$ cat config.mk
export PLATFORM = sky130hd
export DESIGN_NAME = ddr2_bank_ctrl
export DESIGN_NICKNAME = d
export VERILOG_FILES = /design/src/rtl/ddr2_bank_ctrl.sv
export SDC_FILE = /design/constraint.sdc
export NUM_CORES = 1
export LEC_CHECK = 0
export CORE_MARGIN = 2
export CORE_UTILIZATION = 47
export DETAILED_ROUTE_END_ITERATION = 8
export PLACE_DENSITY = 0.86
export SLEW_MARGIN = 25
export SYNTH_ARGS = -nofsm -noshare
export SYNTH_HDL_FRONTEND = slang
export SYNTH_SLANG_ARGS = --single-unit
$ cat constraint.sdc
create_clock -name clk -period 9.51 [get_ports clk]
set_clock_uncertainty 0.2 [all_clocks]
set_input_delay 1.902 -clock clk [delete_from_list [all_inputs] [get_ports clk]]
set_output_delay 1.902 -clock clk [all_outputs]
set_load 0.05 [all_outputs]
$ cat src/rtl/ddr2_bank_ctrl.sv
// Per-bank DDR2 command generator: tracks the open row of one bank, enforces
// bank-level timing and raises at most one ACT/RD/WR/PRE/REF request per cycle.
//
// Handshake: every *_req is a level held until its matching *_gnt arrives in
// the same cycle. A grant without its request is ignored. req_valid is a
// level the requester holds until req_ready pulses. req_ready is driven
// combinationally from rd_gnt/wr_gnt and consumes the request in that cycle.
// ref_trig is a one-cycle demand. ref_ack pulses in the cycle REF is granted.
module ddr2_bank_ctrl #(
    parameter int ROW_W = 14,
    parameter int COL_W = 10,
    parameter int T_RCD = 3,
    parameter int T_RP  = 3,
    parameter int T_RAS = 8,
    parameter int T_RTP = 2,
    parameter int T_WTP = 7,
    parameter int T_RFC = 26
) (
    input  logic             clk,
    input  logic             rst,
    input  logic             req_valid,
    input  logic             req_wr,
    input  logic [ROW_W-1:0] req_row,
    input  logic [COL_W-1:0] req_col,
    output logic             req_ready,
    input  logic             ref_trig,
    output logic             ref_ack,
    output logic             act_req,
    output logic             rd_req,
    output logic             wr_req,
    output logic             pre_req,
    output logic             ref_req,
    input  logic             act_gnt,
    input  logic             rd_gnt,
    input  logic             wr_gnt,
    input  logic             pre_gnt,
    input  logic             ref_gnt,
    output logic [ROW_W-1:0] cmd_row,
    output logic [COL_W-1:0] cmd_col,
    output logic             bank_open,
    output logic [ROW_W-1:0] open_row,
    output logic [2:0]       state_dbg
);

    typedef enum logic [2:0] {
        ST_IDLE        = 3'd0,
        ST_ACTIVATING  = 3'd1,
        ST_OPEN        = 3'd2,
        ST_PRECHARGING = 3'd3,
        ST_REFRESHING  = 3'd4
    } state_t;

    function automatic int max2(input int a, input int b);
        return (a > b) ? a : b;
    endfunction

    localparam int T_MAX = max2(max2(max2(T_RCD, T_RP), max2(T_RAS, T_RTP)),
                                max2(T_WTP, T_RFC));
    localparam int CW = $clog2(T_MAX + 1);
    typedef logic [CW-1:0] cnt_t;

    // A command granted at cycle t permits its dependent command at t+N:
    // counters load N-1 on the grant edge and reach zero at t+N.
    localparam cnt_t LD_RCD = cnt_t'(T_RCD - 1);
    localparam cnt_t LD_RP  = cnt_t'(T_RP - 1);
    localparam cnt_t LD_RAS = cnt_t'(T_RAS - 1);
    localparam cnt_t LD_RTP = cnt_t'(T_RTP - 1);
    localparam cnt_t LD_WTP = cnt_t'(T_WTP - 1);
    localparam cnt_t LD_RFC = cnt_t'(T_RFC - 1);

    state_t           state_q, state_d;
    cnt_t             wait_q, wait_d;
    cnt_t             ras_q, ras_d;
    cnt_t             hold_q, hold_d;
    cnt_t             hold_dec, hold_new;
    logic             ref_pend_q, ref_pend_d;
    logic [ROW_W-1:0] open_row_q, open_row_d;
    logic             row_hit;

    assign row_hit   = (req_row == open_row_q);
    assign cmd_row   = req_row;
    assign cmd_col   = req_col;
    assign open_row  = open_row_q;
    assign bank_open = (state_q == ST_OPEN) || (state_q == ST_ACTIVATING);
    assign state_dbg = state_q;

    // Next-state, counter updates and request/grant decoding.
    always_comb begin
        state_d    = state_q;
        wait_d     = (wait_q != '0) ? wait_q - cnt_t'(1) : '0;
        ras_d      = (ras_q  != '0) ? ras_q  - cnt_t'(1) : '0;
        hold_dec   = (hold_q != '0) ? hold_q - cnt_t'(1) : '0;
        hold_new   = '0;
        hold_d     = hold_dec;
        ref_pend_d = ref_pend_q | ref_trig;
        open_row_d = open_row_q;
        act_req    = 1'b0;
        rd_req     = 1'b0;
        wr_req     = 1'b0;
        pre_req    = 1'b0;
        ref_req    = 1'b0;
        req_ready  = 1'b0;
        ref_ack    = 1'b0;

        case (state_q)
            ST_IDLE: begin
                // Refresh outranks new traffic.
                if (ref_pend_q) begin
                    ref_req = 1'b1;
                end else if (req_valid) begin
                    act_req = 1'b1;
                end
                if (ref_req && ref_gnt) begin
                    ref_ack    = 1'b1;
                    ref_pend_d = ref_trig;   // a fresh trigger survives the grant
                    wait_d     = LD_RFC;
                    state_d    = (T_RFC == 1) ? ST_IDLE : ST_REFRESHING;
                end else if (act_req && act_gnt) begin
                    open_row_d = req_row;
                    wait_d     = LD_RCD;
                    ras_d      = LD_RAS;
                    state_d    = (T_RCD == 1) ? ST_OPEN : ST_ACTIVATING;
                end
            end
            ST_ACTIVATING: begin
                // Leave one cycle early so OPEN coincides with the counter hitting zero.
                if (wait_q <= cnt_t'(1)) state_d = ST_OPEN;
            end
            ST_OPEN: begin
                // A pending refresh closes the row even on a row hit.
                if (ref_pend_q || (req_valid && !row_hit)) begin
                    pre_req = (ras_q == '0) && (hold_q == '0);
                end else if (req_valid) begin
                    rd_req = !req_wr;
                    wr_req = req_wr;
                end
                if (pre_req && pre_gnt) begin
                    wait_d  = LD_RP;
                    state_d = (T_RP == 1) ? ST_IDLE : ST_PRECHARGING;
                end else if ((rd_req && rd_gnt) || (wr_req && wr_gnt)) begin
                    req_ready = 1'b1;
                    hold_new  = rd_req ? LD_RTP : LD_WTP;
                    hold_d    = (hold_new > hold_dec) ? hold_new : hold_dec;
                end
            end
            ST_PRECHARGING, ST_REFRESHING: begin
                if (wait_q <= cnt_t'(1)) state_d = ST_IDLE;
            end
            default: state_d = ST_IDLE;
        endcase
    end

    // State and counter registers with synchronous reset.
    always_ff @(posedge clk) begin
        if (rst) begin
            state_q    <= ST_IDLE;
            wait_q     <= '0;
            ras_q      <= '0;
            hold_q     <= '0;
            ref_pend_q <= 1'b0;
            open_row_q <= '0;
        end else begin
            state_q    <= state_d;
            wait_q     <= wait_d;
            ras_q      <= ras_d;
            hold_q     <= hold_d;
            ref_pend_q <= ref_pend_d;
            open_row_q <= open_row_d;
        end
    end

endmodule
==> flow_summary.toml, run 1 <==
[yosys]
synth_most_common_cell = "nand2_1"
syn_inst = 257
synth_nets = 298
synth.top_cell.area_share_pct = 32.2
synth-seq-area-share_pct = 32.2
avgSynthCellArea_um2 = 7.99
synth_area_leaders = "dfxtp_1 32%, buf_4 8.8%, nand2_1 6.6%"
yosysWarnings = 0
yosys_register_bits = 33
syn_area_um2 = 2050
async_reset_ff_share_pct = 0
synth_cell_types = 39
synth.largest_area_cell = "dfxtp_1"
synthTopCellsByCount = "36 x nand2_1, 33 x dfxtp_1, 25 x nor2_1"
synth_edf_count = 0
ys.flop_type = "dfxtp_1"

[route]
drc = 0
m1WireLength_um = 2050
finalWirelength_um = 4620
drt-initial-drc-count = 134
highest_layer = "met4"
ant_nets = 0
wl_met3_um = 242
vias = 1837
dr_wl_met2_um = 2270
drt_first_pass_iters = 4
wire_per_inst_um = 13.3
vias_per_cell = 5.29

[floorplanning]
rows = 24
core_area_um2 = 4290
die_width_um = 70.1
io-pin-count = 83
initial_core_util_pct = 47.8
die_h_um = 70.1
die-area_um2 = 4920

[cts]
root_buffer = "clkbuf_8"
path_clk_slew_ns = 0.07
post_cts_buffers = 0
numCtsBuffers = 5
cts.path.max_buffers = 2
cts_tree = "done"
cts_hold_buffers = 0
cts_resized = 0
cts.sinks = 33
clock_latency_ns = 0.30
htreeDepth = 2

[critical_path]
rr_startpoint = "open_row[7]$_SDFFE_PP0P_"
crit_path_end_kind = "output pin"
path_class = "input port to output pin"
critPathMaxFanout = 9
r2r_slack_ns = 5.91
arrival_ns = 4.77
critPathRequiredTime_ns = 7.41
timing.rr.end = "hold_q[2]$_SDFF_PP0_"
setup.worst_path.start_class = "input port"
reg2regPathDepth = 10

[place]
dp_hpwl_um = 3410
dp_slack_ns = 2.67
place_area_um2 = 2540
port_buffers = 62
place.gp.congestion = 0.812

[global_route]
grt_pass1_vias = 1790
grt_pass1_wl_um = 8000
grt_max_degree = 37
grt.overflow.total = 0
antenna_found_initial = 0
grt.total_usage_pct = 20.1

[pwr]
leakagePower_nw = 0.982
vdd_ir_drop_max_mv = 0.107
powerDensity_nw_per_um2 = 254
power_mw = 0.675

[final_layout]
area_delta_synth_final_pct = 29.1
regArea_um2 = 661
final_nets = 335
drive_above_1_share_pct = 6.44
final_area_um2 = 2650
n_fill_cell = 387
multi_input_area_um2 = 1150
diodes = 0

[hold_path]
hp-class = "flop to flop"
hold_path_startpoint = "wait_q[4]$_SDFF_PP0_"
holdPathStages = 2
holdPathEnd = "wait_q[4]$_SDFF_PP0_"

[sta]
rsz0062_at_grt = "false"
fin_ws_ns = 2.64
worstMarginPinSlew_ns = 0.933
report.final.setup_viol = 0
fmax_mhz = 146
tns_ns = 0
hold_slack_ns = 0.260
slew_headroom_pct = 36.9
period_share_pct = 72.2
drv_slew = 0
min_period_ns = 6.87
hold_viol = 0

[run_status]
status = "finished, final reports clean"

[flow_run]
maxCapViolCount = 0
[cell families after synthesis]
family                     count (synthesis)  synth area share, %
AOI/OAI and AO/OA                         39                 12.4
DFF                                       33                 32.2
adders and majority gates                  7                 4.26
xor gates and xnor gates                  21                 8.95
buffers and inverters                     41                 11.9
muxes                                      4                 2.19
and+or+nand+nor                          112                 28.1
[registers in the layout, indices dropped and copies added (netlist names)]
register,flops
state_dbg,3
wait_q,5
open_row,14
ref_pend_q,1
hold_q,5
ras_q,5
[area by class of cell]
class	count	share of cell area, %
multi-input combinational	183	43.3
clock inverter	3	1.75
timing repair buffer	64	24.0
sequential	33	24.9
tap	52	2.45
inverter	7	0.991
clock buffer	5	2.59
[critical path, stage by stage]
cell,delay (ns)
clkdlybuf4s50_1,0.45
xor2_1,0.17
nor4_2,0.43
nand4_1,0.38
or3_1,0.51
nor2_1,0.12
clkdlybuf4s50_1,0.81
[cells in the final DEF (no fill, tap or decap), types with 3 or more instances in the layout]
| cell type | instances |
|---|---|
| a21oi_1 | 22 |
| and2_1 | 4 |
| and3_1 | 3 |
| clkbuf_8 | 5 |
| clkdlybuf4s50_1 | 62 |
| dfxtp_1 | 33 |
| ha_1 | 7 |
| inv_1 | 7 |
| mux2_1 | 3 |
| nand2_1 | 36 |
| nand2b_1 | 8 |
| nand3_1 | 4 |
| nor2_1 | 25 |
| nor2b_1 | 3 |
| nor3_1 | 11 |
| nor4_1 | 4 |
| o21ai_0 | 4 |
| xnor2_1 | 6 |
| xor2_1 | 15 |
[report_power, final]
group | total (mW) | switching, mW | leakage, nW | internal [mW]
clock | 0.135 | 0.0563 | 0.0543 | 0.0784
sequential | 0.203 | 0.0355 | 0.270 | 0.168
combinational | 0.337 | 0.189 | 0.657 | 0.147
total | 0.675 | 0.281 | 0.982 | 0.394
[per-stage QoR]
stage / util, % / cells
6_report: 61.8 / 347
5_1_grt: 61.8 / 347
4_1_cts: 61.8 / 347
3_5_place_dp: 59.1 / 339
3_3_place_gp: 59.1 / 339
2_1_floorplan: - / 257
[how the worst max path moves through the flow]
stage,start,endpoint,slack (ns)
final,req_row[7],rd_req,2.64
after CTS,req_row[7],rd_req,2.67
after detailed placement,req_row[7],rd_req,2.67
after global placement,req_row[7],rd_req,2.74
after global routing,req_row[7],rd_req,2.48
after floorplan,req_row[4],rd_req,3.60
[routing by layer]
layer  global-route usage (%)  vias up
li1                         -      931
met1                     23.8      862
met2                     34.9       37
met3                     6.35        7
met4                     5.98        0
met5                        0        -
Note: power is estimated with default switching activity, not from simulation.
==> run 2: changes to the inputs <==
Settings changed: CORE_UTILIZATION 47 to 39, PLACE_DENSITY 0.86 to 0.76.
Clock period 9.51 ns to 6.05 ns, I/O delays scaled along.
==> run 2 against run 1 <==
Die area is 19% higher. Critical path type unchanged. Total power is 48% higher. Utilization fell by 10 points.
==> flow_summary.toml, run 2 (same netlist as run 1, synthesis figures left out) <==
[critical_path]
worst-path-stages = 7
critPathBufInv = 2
setup.worst_path.start_class = "input port"
slowest_delay_ns = 0.83
path_cells = "clkdlybuf4s50_1 > xor2_1 > nor4_2 > nand4_1 > or3_1 > nor2_1 > clkdlybuf4s50_1"
cpMostUsedCell = "clkdlybuf4s50_1"
path_class = "input port to output pin"
rr_startpoint = "open_row[7]$_SDFFE_PP0P_"
crit_slowest_cell = "clkdlybuf4s50_1"
critPathRequiredTime_ns = 4.64
reg2regPathDepth = 10
timing.rr.end = "hold_q[1]$_SDFF_PP0_"
path_delay_family = "simple AND/OR/NAND/NOR gates"
arrival_ns = 4.06
crit_path_end_kind = "output pin"
critPathMaxFanout = 9
r2r_slack_ns = 2.56

[sta]
drv_slew = 0
min_period_ns = 5.47
hold_viol = 0
slew_headroom_pct = 36.6
fmax_mhz = 183
worstMarginPinSlew_ns = 0.938
tns_ns = 0
rsz0062_at_grt = "false"
report.final.setup_viol = 0
period_share_pct = 90.4

[global_route]
grt_pass1_vias = 1731
grt.overflow.total = 0
grt.total_usage_pct = 16.2
grt_pass1_wl_um = 7770
grt_max_degree = 37
antenna_found_initial = 0

[cts]
post_cts_buffers = 0
clock_latency_ns = 0.28
cts.sinks = 33
path_clk_slew_ns = 0.07
cts.path.max_buffers = 2
htreeDepth = 2
numCtsBuffers = 5
cts_tree = "done"
root_buffer = "clkbuf_8"
cts_resized = 0
cts_hold_buffers = 0

[hold_path]
holdPathStages = 2
holdPathEnd = "wait_q[4]$_SDFF_PP0_"
hp-class = "flop to flop"
hold_path_startpoint = "wait_q[4]$_SDFF_PP0_"

[final_layout]
largest_reg_flops = 14
final_common_cell = "clkdlybuf4s50_1"
diodes = 0
n_fill_cell = 507
drive_above_1_share_pct = 5.42
mostFrequentLayoutCells = "62 x clkdlybuf4s50_1, 36 x nand2_1, 33 x dfxtp_1"
area_delta_synth_final_pct = 28.5
final_nets = 335

[route]
wire_per_inst_um = 12.6
drt_first_pass_iters = 4
drc = 0
finalWirelength_um = 4610
ant_nets = 0
drt-initial-drc-count = 101
vias_per_cell = 5.07
vias = 1850

[pwr]
powerDensity_nw_per_um2 = 379
vdd_ir_drop_max_mv = 0.146
leakagePower_nw = 0.967
power_mw = 1.00

[floorplanning]
rows = 26
die_width_um = 76.6
core_area_um2 = 5110
io-pin-count = 83
die_h_um = 76.6
die-area_um2 = 5860
initial_core_util_pct = 40.2

[place]
place.gp.congestion = 0.822
port_buffers = 62
dp_hpwl_um = 3410

[run_status]
status = "finished, final reports clean"

[flow_run]
maxCapViolCount = 0
-- run 2: cell count changes in the layout (fill, tap and decap cells not counted) --
cell	before	now
bufinv_16	1	0
clkinv_4	1	0
clkinvlp_4	1	0
clkbuf_1	0	3
-- run 2: cell type report --
| type | count | area [um2] | area share (%) |
|---|---|---|---|
| repair buffers | 64 | 636 | 24.1 |
| multi-input cells | 183 | 1150 | 43.6 |
| flip-flops and latches | 33 | 661 | 25.0 |
| well taps | 70 | 87.6 | 3.32 |
| inverters | 7 | 26.3 | 0.995 |
| clock buffers | 8 | 80.1 | 3.03 |
-- run 2: power by group --
| part | total, mW | internal [mW] | leakage [nW] | switching [mW] |
|---|---|---|---|---|
| clock | 0.155 | 0.0816 | 0.0395 | 0.0738 |
| sequential | 0.320 | 0.264 | 0.270 | 0.0557 |
| combinational | 0.525 | 0.230 | 0.657 | 0.294 |
| total | 1.00 | 0.576 | 0.967 | 0.424 |
-- run 2: worst register-to-register path, stage by stage, from the launching register on --
cell,delay (ns)
dfxtp_1,0.34
xor2_1,0.17
nor4_2,0.41
nand4_1,0.34
or3_1,0.49
ha_1,0.32
nor2b_1,0.13
o21a_1,0.11
o2111ai_1,0.10
or4_4,0.45
mux2_1,0.32
-- run 2: how the worst max path moves through the flow --
| stage | startpoint | endpoint | slack [ns] |
|---|---|---|---|
| 6_report | req_row[7] | rd_req | 0.58 |
| 3_3_place_gp | req_row[7] | rd_req | 0.63 |
| 3_5_place_dp | req_row[5] | rd_req | 0.57 |
| 4_1_cts | req_row[5] | rd_req | 0.57 |
| 2_1_floorplan | req_row[4] | rd_req | 1.53 |
| 5_1_grt | req_row[5] | rd_req | 0.38 |
-- run 2: layer usage --
metal  track usage, %  vias up  routed length (um)
met1             20.3      866                2140
met4             4.91        0                  59
li1                 -      937                   -
met3             4.15        9                 228
met2             27.4       38                2180
met5                0        -                   0
-- run 2: stage by stage --
stage	setup slack (ns)	instances	utilization [%]	hold WS, ns	instance area (um2)
after global placement	0.626	357	50.1	0.250	2560
after global routing	0.382	365	51.7	0.277	2640
after detailed placement	0.574	357	50.1	0.255	2560
after CTS	0.575	365	51.7	0.266	2640
final	0.579	365	51.7	0.261	2640
after floorplan	1.53	257	-	0.233	2050
